--- src/rtl/ir_cmd_scheduler.sv ---
// NEC IR command scheduler: filters decoded frames, queues them in a show-ahead FIFO,
// and (when IR_CMD_REPEAT_EN is defined) turns repeat codes into re-queued commands.
module ir_cmd_scheduler #(
  parameter int FIFO_DEPTH    = 4,
  parameter int REPEAT_WINDOW = 2700000
) (
  input  logic                          clk,
  input  logic                          rst_n,
  input  logic                          enable,
  input  logic                          addr_filter_en,
  input  logic [7:0]                    addr_match,
  input  logic                          frame_valid,
  input  logic [7:0]                    frame_addr,
  input  logic [7:0]                    frame_data,
  input  logic                          frame_repeat,
  output logic                          cmd_valid,
  input  logic                          cmd_ready,
  output logic [7:0]                    cmd_addr,
  output logic [7:0]                    cmd_data,
  output logic                          cmd_is_repeat,
  output logic [$clog2(FIFO_DEPTH):0]   fifo_level,
  output logic                          overflow,
  input  logic                          overflow_clr,
  output logic                          dbg_repeat_armed
);
  localparam int PTR_W = $clog2(FIFO_DEPTH);
  localparam int LVL_W = PTR_W + 1;

  typedef struct packed {
    logic [7:0] addr;
    logic [7:0] data;
    logic       rep;
  } entry_t;

  // Handshake: the head transfers on any rising edge where cmd_valid && cmd_ready.
  entry_t             mem_q [FIFO_DEPTH];
  entry_t             mem_d [FIFO_DEPTH];
  logic [PTR_W-1:0]   wr_ptr_q, wr_ptr_d, rd_ptr_q, rd_ptr_d;
  logic [LVL_W-1:0]   level_q, level_d;
  logic               overflow_q, overflow_d;

  logic               frame_acc, rep_hon, push_req, push, pop, full, drop;
  logic [7:0]         last_addr, last_data;
  entry_t             new_entry, head;

  assign frame_acc = enable && frame_valid && (!addr_filter_en || (frame_addr == addr_match));

`ifdef IR_CMD_REPEAT_EN
  localparam int CNT_W = $clog2(REPEAT_WINDOW + 1);
  typedef enum logic {ST_IDLE, ST_ARMED} rep_state_t;

  rep_state_t       state_q, state_d;
  logic [CNT_W-1:0] cnt_q, cnt_d;
  logic [7:0]       last_addr_q, last_addr_d, last_data_q, last_data_d;
  logic             armed;

  always_ff @(posedge clk or negedge rst_n) begin
    if (!rst_n) begin
      state_q     <= ST_IDLE;
      cnt_q       <= '0;
      last_addr_q <= '0;
      last_data_q <= '0;
    end else begin
      state_q     <= state_d;
      cnt_q       <= cnt_d;
      last_addr_q <= last_addr_d;
      last_data_q <= last_data_d;
    end
  end

  always_comb begin
    state_d     = state_q;
    cnt_d       = cnt_q;
    last_addr_d = last_addr_q;
    last_data_d = last_data_q;
    if (!enable) begin
      state_d = ST_IDLE;
      cnt_d   = '0;
    end else if (frame_acc) begin
      state_d     = ST_ARMED;
      cnt_d       = CNT_W'(REPEAT_WINDOW);
      last_addr_d = frame_addr;
      last_data_d = frame_data;
    end else if (rep_hon) begin
      cnt_d = CNT_W'(REPEAT_WINDOW);
    end else if (state_q == ST_ARMED) begin
      // The window closes on the edge where the count reaches zero.
      if (cnt_q <= CNT_W'(1)) begin
        cnt_d   = '0;
        state_d = ST_IDLE;
      end else begin
        cnt_d = cnt_q - CNT_W'(1);
      end
    end
  end

  always_comb begin
    armed            = (state_q == ST_ARMED);
    rep_hon          = enable && frame_repeat && !frame_valid && armed;
    dbg_repeat_armed = armed;
  end

  assign last_addr     = last_addr_q;
  assign last_data     = last_data_q;
  assign cmd_is_repeat = cmd_valid && head.rep;
`else
  logic unused_ok;
  assign rep_hon          = 1'b0;
  assign last_addr        = '0;
  assign last_data        = '0;
  assign dbg_repeat_armed = 1'b0;
  assign cmd_is_repeat    = 1'b0;
  assign unused_ok        = ^{frame_repeat, 1'(REPEAT_WINDOW), head.rep};
`endif

  always_comb begin
    pop       = cmd_valid && cmd_ready;
    full      = (level_q == LVL_W'(FIFO_DEPTH));
    push_req  = frame_acc || rep_hon;
    push      = push_req && (!full || pop);
    drop      = push_req && full && !pop;
    new_entry = frame_acc ? '{addr: frame_addr, data: frame_data, rep: 1'b0}
                          : '{addr: last_addr,  data: last_data,  rep: 1'b1};
  end

  always_comb begin
    mem_d      = mem_q;
    wr_ptr_d   = wr_ptr_q;
    rd_ptr_d   = rd_ptr_q;
    level_d    = level_q;
    overflow_d = drop ? 1'b1 : (overflow_clr ? 1'b0 : overflow_q);
    if (!enable) begin
      wr_ptr_d = '0;
      rd_ptr_d = '0;
      level_d  = '0;
    end else begin
      if (push) begin
        mem_d[wr_ptr_q] = new_entry;
        wr_ptr_d        = wr_ptr_q + PTR_W'(1);
      end
      if (pop) rd_ptr_d = rd_ptr_q + PTR_W'(1);
      case ({push, pop})
        2'b10:   level_d = level_q + LVL_W'(1);
        2'b01:   level_d = level_q - LVL_W'(1);
        default: level_d = level_q;
      endcase
    end
  end

  always_ff @(posedge clk or negedge rst_n) begin
    if (!rst_n) begin
      for (int i = 0; i < FIFO_DEPTH; i++) mem_q[i] <= '0;
      wr_ptr_q   <= '0;
      rd_ptr_q   <= '0;
      level_q    <= '0;
      overflow_q <= 1'b0;
    end else begin
      mem_q      <= mem_d;
      wr_ptr_q   <= wr_ptr_d;
      rd_ptr_q   <= rd_ptr_d;
      level_q    <= level_d;
      overflow_q <= overflow_d;
    end
  end

  // Head fields read as zero while empty so stale storage never leaks out.
  assign head       = mem_q[rd_ptr_q];
  assign cmd_valid  = (level_q != '0);
  assign cmd_addr   = cmd_valid ? head.addr : 8'h00;
  assign cmd_data   = cmd_valid ? head.data : 8'h00;
  assign fifo_level = level_q;
  assign overflow   = overflow_q;
endmodule

--- config.mk ---
export PLATFORM = sky130hd
export DESIGN_NAME = ir_cmd_scheduler
export DESIGN_NICKNAME = d
export VERILOG_FILES = /design/src/rtl/ir_cmd_scheduler.sv
export SDC_FILE = /design/constraint.sdc
export NUM_CORES = 1
export LEC_CHECK = 0
export CORE_MARGIN = 3
export CORE_UTILIZATION = 56
export CTS_BUF_LIST = sky130_fd_sc_hd__clkbuf_4 sky130_fd_sc_hd__clkbuf_8
export DETAILED_ROUTE_END_ITERATION = 16
export PLACE_DENSITY = 0.81
export SLEW_MARGIN = 20
export SYNTH_ARGS = -nofsm -noshare
export SYNTH_HDL_FRONTEND = slang
export SYNTH_SLANG_ARGS = --single-unit
--- constraint.sdc ---
create_clock -name clk -period 2.6 [get_ports clk]
set_clock_uncertainty 0.2 [all_clocks]
set_input_delay 0.26 -clock clk [delete_from_list [all_inputs] [get_ports clk]]
set_output_delay 0.26 -clock clk [all_outputs]
set_load 0.1 [all_outputs]
==> results of run 1 <==
where the power goes:
| group | switching (mW) | total, mW | internal [mW] |
|---|---|---|---|
| logic | 1.47 | 2.50 | 1.04 |
| clock network | 0.434 | 1.10 | 0.667 |
| registers | 0.152 | 1.54 | 1.39 |
| total | 2.05 | 5.15 | 3.09 |
cell usage after synthesis, types with 2 or more instances:
master	number	area share
dfrtp_1	72	0.51
mux2_2	64	0.20
and2_1	18	0.032
mux4_2	16	0.10
nand2_1	13	0.014
xor2_1	8	0.020
clkbuf_1	6	0.0063
mux2i_1	6	0.017
buf_6	4	0.013
ha_1	4	0.014
nand4_2	4	0.014
inv_1	3	0.0032
nor2_1	3	0.0032
buf_2	2	0.0028
buf_4	2	0.0042
nand2b_1	2	0.0035
nand3_1	2	0.0028
nor4_1	2	0.0035
xnor2_1	2	0.0049
worst max-delay path, cell delays in order:
cell,delay [ps]
clkdlybuf4s50_1,420
xor2_1,170
nor4_2,300
nand2_1,170
a21boi_4,180
a21oi_2,90
fa_2,370
nand2_1,70
nor2_1,50
a31oi_1,130
o211a_1,180
mux2i_1,170
state kept, by name (all words and copies together) (netlist names):
register	count
rd_ptr_q	2
wr_ptr_q	2
fifo_level	3
overflow	1
mem_q	64
what timing repair did:
action / in CTS / in global routing
setup buffers: 0 / 1
hold endpoints to repair: 19 / 0
hold buffers: 1 / 0
resized for setup: 0 / 9
setup endpoints to repair: 0 / 1
cell type report:
type / count / area (µm²) / area share
clock inverters: 6 / 114 / 0.0240
multi-input cells: 158 / 1690 / 0.356
repair buffers: 76 / 883 / 0.186
flip-flops and latches: 72 / 1810 / 0.382
inverters: 3 / 11.3 / 0.00238
well taps: 75 / 93.8 / 0.0198
clock buffers: 10 / 138 / 0.0290
how the worst max path moves through the flow:
stage	endpoint	from
CTS	fifo_level[2]	frame_addr[4]
floorplan	cmd_addr[3]	fifo_level[2]
global route	fifo_level[2]	frame_addr[0]
finish	fifo_level[2]	addr_match[1]
global placement	fifo_level[2]	frame_addr[4]
detailed placement	fifo_level[2]	frame_addr[4]
cells by family (layout without fill, tap and decap cells):
group / after synthesis / after routing / synth area share
other: 1 / 2 / 0.00105
AO/OA/AOI/OAI: 6 / 6 / 0.0155
AND/OR/NAND/NOR: 49 / 49 / 0.0827
flip-flops: 72 / 72 / 0.507
multiplexers: 86 / 86 / 0.321
adder cells (fa/ha/maj): 5 / 5 / 0.0197
XOR/XNOR: 10 / 10 / 0.0246
buffers and inverters: 17 / 95 / 0.0292
stage by stage:
stage / instance area [µm²] / setup TNS, ps / total power, mW / util
after floorplan: 3590 / -126 / 3.22 / -
after global placement: 4440 / -1510 / 4.01 / 0.737
after detailed placement: 4440 / -4800 / 4.06 / 0.737
after CTS: 4700 / 0 / 5.18 / 0.780
after global routing: 4740 / -25.5 / 5.35 / 0.787
final: 4740 / 0 / 5.15 / 0.787
metal layers:
metal,part of all wire,vias to the layer above
met5,0,-
met4,0.012,0
met3,0.031,9
met2,0.55,56
met1,0.41,1224
li1,-,1028
==> impl_metrics.py, run 1 <==
metrics = {
    "detailed_routing": {
        "ant_nets": 0,
        "wl_per_cell_um": 18.6,
        "vias": 2317,
        "routed_wl_um": 7440,
        "drt_first_pass_iters": 4,
        "drt_iter0_drc": 79,
        "viasPerCell": 5.79,
        "drc": 0,
    },
    "sta": {
        "worst_slack_ps": 117,
        "drv_slew": 0,
        "max_freq_mhz": 403,
        "hold_viol_final": 0,
        "final.period_utilization": 0.955,
        "period_minus_slack_ps": 2480,
        "whs_ps": 106,
        "setup_viol": 0,
    },
    "finish": {
        "syn2layout_area_growth_pct": 33.2,
        "mostFrequentLayoutCell": "dfrtp_1",
        "final_nets": 357,
        "drive_gt1_frac": 0.508,
        "fin_cells": 400,
        "n_antenna_cell": 0,
        "fillers": 360,
        "final_cell_mix": "69 x dfrtp_1, 64 x mux2_2, 27 x buf_4",
    },
    "setup_path": {
        "crit_path_end_kind": "flip-flop",
        "worstPathRequired_ps": 2670,
        "regToRegSetupSlack_ps": 230,
        "arrival_ps": 2550,
        "start_kind": "input pin",
        "timing.rr.start": "fifo_level[1]",
        "critical_path_class": "in -> reg",
        "worstReg2RegEnd": "fifo_level[2]",
        "path_max_fanout": 3,
        "rr_worst_depth": 9,
    },
    "clock_tree": {
        "clock_sinks": 72,
        "htree_levels": 3,
        "numCtsBuffers": 9,
        "root_buffer": "clkbuf_8",
        "clock_path_buffers": 2,
        "tritoncts": "done",
        "clk_latency_ps": 340,
        "clk_pin_slew_ps": 90,
    },
    "place": {
        "hpwl_um": 4980,
        "dp_slack_ps": -356,
        "port_buffers": 51,
        "gp_congestion": 0.783,
        "dp_cells": 382,
    },
    "power": {
        "power_density_nw_per_um2": 1090,
        "cellLeakagePower_nw": 2.20,
        "peakVddDrop_mv": 0.909,
    },
    "yosys": {
        "synthArstFlopShare": 1.00,
        "synthCells": 246,
        "ys_seq_area_frac": 0.507,
        "ys_seq_elements": 72,
        "synthFlopType": "dfrtp_1",
        "synth_edf_count": 0,
        "yosysUniqueCellTypes": 32,
        "synth_warnings": 0,
        "avgSynthCellArea_um2": 14.5,
        "syn-cell-area_um2": 3560,
    },
    "global_route": {
        "grt_max_degree": 28,
        "grt_pass1_vias": 2502,
        "top_usage_layer": "met2",
        "grt_use_total": 0.219,
        "use_met2": 0.390,
        "gr-usage-met1": 0.269,
        "grt_pass1_wl_um": 12200,
        "antenna_found_initial": 0,
        "met3_usage": 0.0336,
        "grt_overflow": 0,
    },
    "die": {
        "initial_core_util": 0.590,
        "die_x_um": 85.7,
        "die_area_um2": 7340,
        "rows": 28,
        "core_area_um2": 6030,
        "die_y_um": 85.7,
        "io_pins": 55,
    },
    "min_path": {
        "hold_class": "in -> reg",
        "whs_endpoint": "mem_q[13]",
        "min_from": "frame_addr[4]",
        "hold_depth": 2,
    },
    "job": {
        "maxCapViolations": 0,
    },
    "outcome": {
        "outcome": "complete, no violations",
    },
}
No activity file was read; power rests on OpenSTA's default activity.
==> run 2, diff against run 1 <==
--- a/config.mk
+++ b/config.mk
@@ -5,7 +5,6 @@
 export SDC_FILE = /design/constraint.sdc
 export NUM_CORES = 1
 export LEC_CHECK = 0
-export CORE_MARGIN = 3
 export CORE_UTILIZATION = 56
 export CTS_BUF_LIST = sky130_fd_sc_hd__clkbuf_4 sky130_fd_sc_hd__clkbuf_8
 export DETAILED_ROUTE_END_ITERATION = 16
==> impl_metrics.py, run 2 (synthesis gave the netlist of run 1 again) <==
metrics = {
    "outcome": {
        "outcome": "complete, no violations",
    },
    "clock_tree": {
        "root_buffer": "clkbuf_8",
        "numCtsBuffers": 9,
        "clock_path_buffers": 2,
        "tritoncts": "done",
        "clk_pin_slew_ps": 70,
        "clock_sinks": 72,
        "clk_latency_ps": 340,
        "htree_levels": 3,
    },
    "setup_path": {
        "regToRegSetupSlack_ps": 230,
        "crit_path_start": "frame_addr[0]",
        "crit_cells": 12,
        "path_max_fanout": 4,
        "endpoint": "fifo_level[2]",
        "worst_path_max_delay_cell": "clkdlybuf4s50_1",
        "crit_chain": "clkdlybuf4s50_1 > xor2_1 > nor4_2 > nand2_1 > a21boi_4 > a21oi_2 > fa_2 > nand2_1 > nor2_1 > a31oi_1 > o211a_1 > mux2i_1",
        "rr_worst_depth": 9,
        "crit_path_end_kind": "flip-flop",
        "start_kind": "input pin",
        "arrival_ps": 2550,
        "critical_path_class": "in -> reg",
        "worst_path_most_repeated_cell": "nand2_1",
        "cp_top_family": "compound AO/OA/AOI/OAI gates",
        "worstPathRequired_ps": 2660,
        "timing.rr.start": "fifo_level[1]",
        "max_stage_delay_ps": 440,
        "worst-path-buf-inv": 1,
        "worstReg2RegEnd": "fifo_level[2]",
    },
    "power": {
        "pwr-share-comb": 0.506,
        "peakVddDrop_mv": 0.894,
        "clkPwrFrac": 0.185,
        "pwr-share-seq": 0.309,
        "p_sw_frac": 0.407,
        "power_density_nw_per_um2": 1050,
        "cellLeakagePower_nw": 2.15,
        "p_total_mw": 4.95,
        "p_sw_mw": 2.01,
        "p_int_mw": 2.93,
    },
    "sta": {
        "period_minus_slack_ps": 2490,
        "max_freq_mhz": 402,
        "drv_slew": 0,
        "setup_viol": 0,
        "hold_viol_final": 0,
        "final.period_utilization": 0.957,
        "finalSetupTns_ps": 0,
        "whs_ps": 96.9,
    },
    "finish": {
        "drive_gt1_frac": 0.500,
        "top_register": "mem_q",
        "fin_cells": 397,
        "n_antenna_cell": 0,
        "final_nets": 354,
        "largest_reg_flops": 64,
        "syn2layout_area_growth_pct": 32.4,
        "design_area_um2": 4710,
        "fillers": 372,
        "mostFrequentLayoutCell": "dfrtp_1",
        "final_cell_mix": "69 x dfrtp_1, 64 x mux2_2, 27 x clkdlybuf4s50_1",
    },
    "detailed_routing": {
        "drt_first_pass_iters": 4,
        "wl_per_cell_um": 17.7,
        "drt_iter0_drc": 91,
        "highest_layer": "met4",
        "routed_wl_um": 7020,
        "ant_nets": 0,
        "drc": 0,
        "wl_met2_um": 3800,
        "met3_length_um": 275,
        "wl_met1_um": 2870,
        "vias": 2261,
        "viasPerCell": 5.70,
    },
    "die": {
        "initial_core_util": 0.590,
        "rows": 28,
        "io_pins": 55,
        "die_y_um": 81.7,
        "core_area_um2": 6030,
        "die_x_um": 81.7,
        "die_area_um2": 6670,
    },
    "job": {
        "maxCapViolations": 0,
    },
    "global_route": {
        "grt_use_total": 0.239,
        "grt_overflow": 0,
        "grt_max_degree": 73,
        "grt_pass1_vias": 2328,
        "grt_pass1_wl_um": 11300,
        "antenna_found_initial": 0,
    },
    "place": {
        "port_buffers": 51,
        "dpl-instance-area_um2": 4470,
        "gp_congestion": 0.831,
        "hpwl_um": 4570,
        "dp_cells": 379,
    },
    "min_path": {
        "hold_class": "in -> reg",
    },
}
==> run 2: changes by cell type in the layout (fill, tap and decap cells not counted) <==
cell             previous run  this run
buf_4                      27        20
inv_6                       1         0
buf_12                     18        22
clkdlybuf4s50_1            23        27
clkbuf_8                   10        11
xor2_1                      7         8
clkbuf_4                    0         1
clkinvlp_4                  2         3
bufinv_16                   3         1
dlymetal6s2s_1              6         2
xor2_2                      1         0
==> run 2: per-stage QoR <==
stage	util	setup slack, ps
floorplan	-	-14.0
global route	0.782	-22.7
global placement	0.741	-242
CTS	0.778	0.317
detailed placement	0.741	-368
finish	0.782	112
==> run 2: worst register-to-register path, cell delays in order, from the launching register on <==
cell	delay, ps
dfrtp_4	510
or3_1	420
nand2_2	140
a21oi_2	60
fa_2	380
nand2_1	70
nor2_1	40
a31oi_1	130
o211a_1	180
mux2i_1	170
==> run 2: worst min-delay path by stage <==
| stage | startpoint | to | slack, ps | cells after the start |
|---|---|---|---|---|
| floorplan | rst_n | fifo_level[2] | -240 | 0 |
| global placement | rst_n | mem_q[53] | 110 | 2 |
| detailed placement | rst_n | mem_q[53] | 120 | 2 |
| CTS | rst_n | mem_q[19] | 270 | 3 |
| global route | frame_addr[4] | mem_q[13] | 140 | 2 |
| finish | frame_addr[4] | mem_q[13] | 100 | 2 |
==> run 2: repair_timing <==
| action | 4_1_cts | 5_1_grt |
|---|---|---|
| resized for setup | 0 | 4 |
| hold endpoints to repair | 72 | 0 |
| setup endpoints to repair | 1 | 1 |
| gates cloned | 0 | 0 |
| setup buffers | 0 | 1 |
| hold buffers | 1 | 0 |
| pin swaps | 2 | 6 |
==> run 2: power by group through the flow <==
| stage | clock network, mW | registers [mW] | logic (mW) |
|---|---|---|---|
| detailed placement | 0 | 1.55 | 2.51 |
| finish | 0.916 | 1.53 | 2.50 |
| global route | 0.983 | 1.56 | 2.60 |
| global placement | 0 | 1.53 | 2.47 |
| floorplan | 0 | 1.59 | 1.63 |
| CTS | 0.938 | 1.53 | 2.52 |
==> run 2: routing by layer <==
| metal | vias to the layer above | track usage |
|---|---|---|
| met1 | 1179 | 0.292 |
| met3 | 6 | 0.0633 |
| met5 | - | 0 |
| li1 | 1026 | - |
| met2 | 50 | 0.417 |
| met4 | 0 | 0.0702 |
==> run 2: cell type report <==
| type | instances | area, µm² | area share |
|---|---|---|---|
| clock buffers | 12 | 159 | 0.0337 |
| well taps | 75 | 93.8 | 0.0199 |
| repair buffers | 73 | 901 | 0.191 |
| clock inverters | 4 | 52.6 | 0.0112 |
| flip-flops and latches | 72 | 1810 | 0.384 |
| inverters | 3 | 11.3 | 0.00239 |
| multi-input cells | 158 | 1680 | 0.357 |
==> run 3, diff against run 2 <==
==> constraint.sdc (replaced) <==
create_clock -name clk -period 2.6 [get_ports clk]
set_clock_uncertainty 0.2 [all_clocks]
set_input_delay 0.52 -clock clk [delete_from_list [all_inputs] [get_ports clk]]
set_output_delay 0.52 -clock clk [all_outputs]
set_load 0.1 [all_outputs]
==> impl_metrics.py, run 3 (synthesis gave the netlist of run 1 again) <==
metrics = {
    "clock_tree": {
        "clock_path_buffers": 2,
        "numCtsBuffers": 9,
        "clk_latency_ps": 350,
        "clock_sinks": 72,
        "clk_pin_slew_ps": 80,
        "tritoncts": "done",
        "root_buffer": "clkbuf_8",
        "htree_levels": 3,
    },
    "finish": {
        "mostFrequentLayoutCell": "dfrtp_1",
        "largest_reg_flops": 64,
        "register_area_um2": 1810,
        "final_cell_mix": "68 x dfrtp_1, 64 x mux2_2, 28 x buf_4",
        "n_antenna_cell": 0,
        "design_area_um2": 4760,
        "top_register": "mem_q",
        "syn2layout_area_growth_pct": 33.8,
        "multiInputGateArea_um2": 1750,
        "drive_gt1_frac": 0.574,
        "final_nets": 363,
        "fillers": 360,
    },
    "place": {
        "dp_slack_ps": -538,
        "gp_congestion": 0.841,
        "port_buffers": 51,
        "dpl-instance-area_um2": 4520,
        "hpwl_um": 5090,
    },
    "setup_path": {
        "worstPathRequired_ps": 1880,
        "crit_path_end_kind": "output port",
        "rr_worst_depth": 9,
        "worstReg2RegEnd": "fifo_level[2]",
        "max_stage_delay_ps": 490,
        "timing.rr.start": "fifo_level[1]",
        "regToRegSetupSlack_ps": 250,
        "worst_path_most_repeated_cell": "buf_12",
        "crit_chain": "buf_12 > mux4_2 > and2_1 > buf_12",
        "arrival_ps": 1820,
        "start_kind": "flip-flop",
        "worst_path_max_delay_cell": "mux4_2",
        "critical_path_class": "reg -> out",
        "path_max_fanout": 9,
    },
    "min_path": {
        "whs_endpoint": "mem_q[3]",
        "hold_class": "reg -> reg",
        "min_from": "mem_q[3]",
        "hold_depth": 1,
    },
    "sta": {
        "setup_viol": 0,
        "whs_ps": 307,
        "drv_slew": 0,
        "finalSetupTns_ps": 0,
        "period_minus_slack_ps": 2540,
        "worst_slack_ps": 56.6,
        "hold_viol_final": 0,
        "final.period_utilization": 0.978,
        "max_freq_mhz": 393,
    },
    "die": {
        "die_x_um": 81.7,
        "die_area_um2": 6670,
        "die_y_um": 81.7,
        "core_area_um2": 6030,
        "rows": 28,
        "io_pins": 55,
        "initial_core_util": 0.590,
    },
    "detailed_routing": {
        "drc": 0,
        "vias": 2281,
        "ant_nets": 0,
        "drt_first_pass_iters": 4,
        "wl_per_cell_um": 18.4,
        "drt_iter0_drc": 64,
        "viasPerCell": 5.62,
        "routed_wl_um": 7470,
    },
    "global_route": {
        "grt_pass1_vias": 2427,
        "grt_pass1_wl_um": 12100,
        "grt_overflow": 0,
        "grt_use_total": 0.255,
        "grt_max_degree": 55,
        "antenna_found_initial": 0,
    },
    "power": {
        "peakVddDrop_mv": 0.759,
        "power_density_nw_per_um2": 1050,
        "clkPwrFrac": 0.165,
        "p_sw_frac": 0.423,
        "pwr-share-seq": 0.310,
        "cellLeakagePower_nw": 2.19,
        "pwr-share-comb": 0.525,
        "p_int_mw": 2.89,
        "p_sw_mw": 2.11,
    },
    "job": {
        "maxCapViolations": 0,
    },
    "outcome": {
        "outcome": "complete, no violations",
    },
}
[run 3: cell count changes in the layout (fill, tap and decap cells not counted), sizes merged]
cell,change
clkdlybuf4s15,+1
clkinv,+2
clkdlybuf4s50,-14
bufinv,-1
inv,+4
buf,+8
clkinvlp,-2
dlygate4sd2,+3
clkbuf,+10
dlymetal6s2s,-2
[run 3: through the flow]
stage	power [mW]	std cells	utilization
2_1_floorplan	3.27	247	-
3_3_place_gp	4.09	386	0.750
3_5_place_dp	4.15	386	0.750
4_1_cts	4.99	405	0.784
5_1_grt	5.21	406	0.790
6_report	5.00	406	0.790
[run 3: how the worst max path moves through the flow]
stage / cells past startpoint / to / slack, ps / startpoint
final: 4 / cmd_addr[0] / 60 / rd_ptr_q[0]
after global routing: 12 / fifo_level[2] / -30 / frame_addr[1]
after CTS: 12 / fifo_level[2] / 8 / frame_addr[1]
after detailed placement: 12 / fifo_level[2] / -540 / frame_addr[6]
after global placement: 12 / fifo_level[2] / -460 / frame_addr[0]
after floorplan: 11 / fifo_level[2] / -30 / addr_match[5]
[run 3: worst max-delay path, delay by kind of cell, from the launching register on]
kind | cells | cell delay [ps]
buffers and inverters | 2 | 340
multiplexers | 1 | 490
AND/OR/NAND/NOR | 1 | 210
flip-flops | 1 | 420
[run 3: final cells by class]
cell class | instances | share of cell area
flip-flops and latches | 72 | 0.381
repair buffers | 82 | 0.192
inverters | 3 | 0.00237
multi-input cells | 158 | 0.367
clock inverters | 7 | 0.0124
well taps | 75 | 0.0197
clock buffers | 9 | 0.0260
[run 3: metal layers]
metal / track usage / vias up / wire length (µm)
li1: - / 1042 / -
met1: 0.325 / 1172 / 3220
met2: 0.427 / 55 / 3840
met3: 0.0656 / 12 / 303
met4: 0.0842 / 0 / 109
met5: 0 / - / 0
[run 3: power by group through the flow]
| stage | Clock (mW) | Combinational [mW] | Sequential, mW |
|---|---|---|---|
| after floorplan | 0 | 1.68 | 1.59 |
| after global placement | 0 | 2.56 | 1.54 |
| after detailed placement | 0 | 2.59 | 1.56 |
| after CTS | 0.842 | 2.60 | 1.54 |
| after global routing | 0.890 | 2.74 | 1.58 |
| final | 0.825 | 2.63 | 1.55 |
[run 3: repair_timing]
item	in CTS	in global routing
endpoints found under the hold margin	18	0
endpoints found under the setup margin	2	19
gates cloned	0	1
resized for setup	20	33
pin swaps	16	16
buffers inserted	2	0
hold buffers	1	0
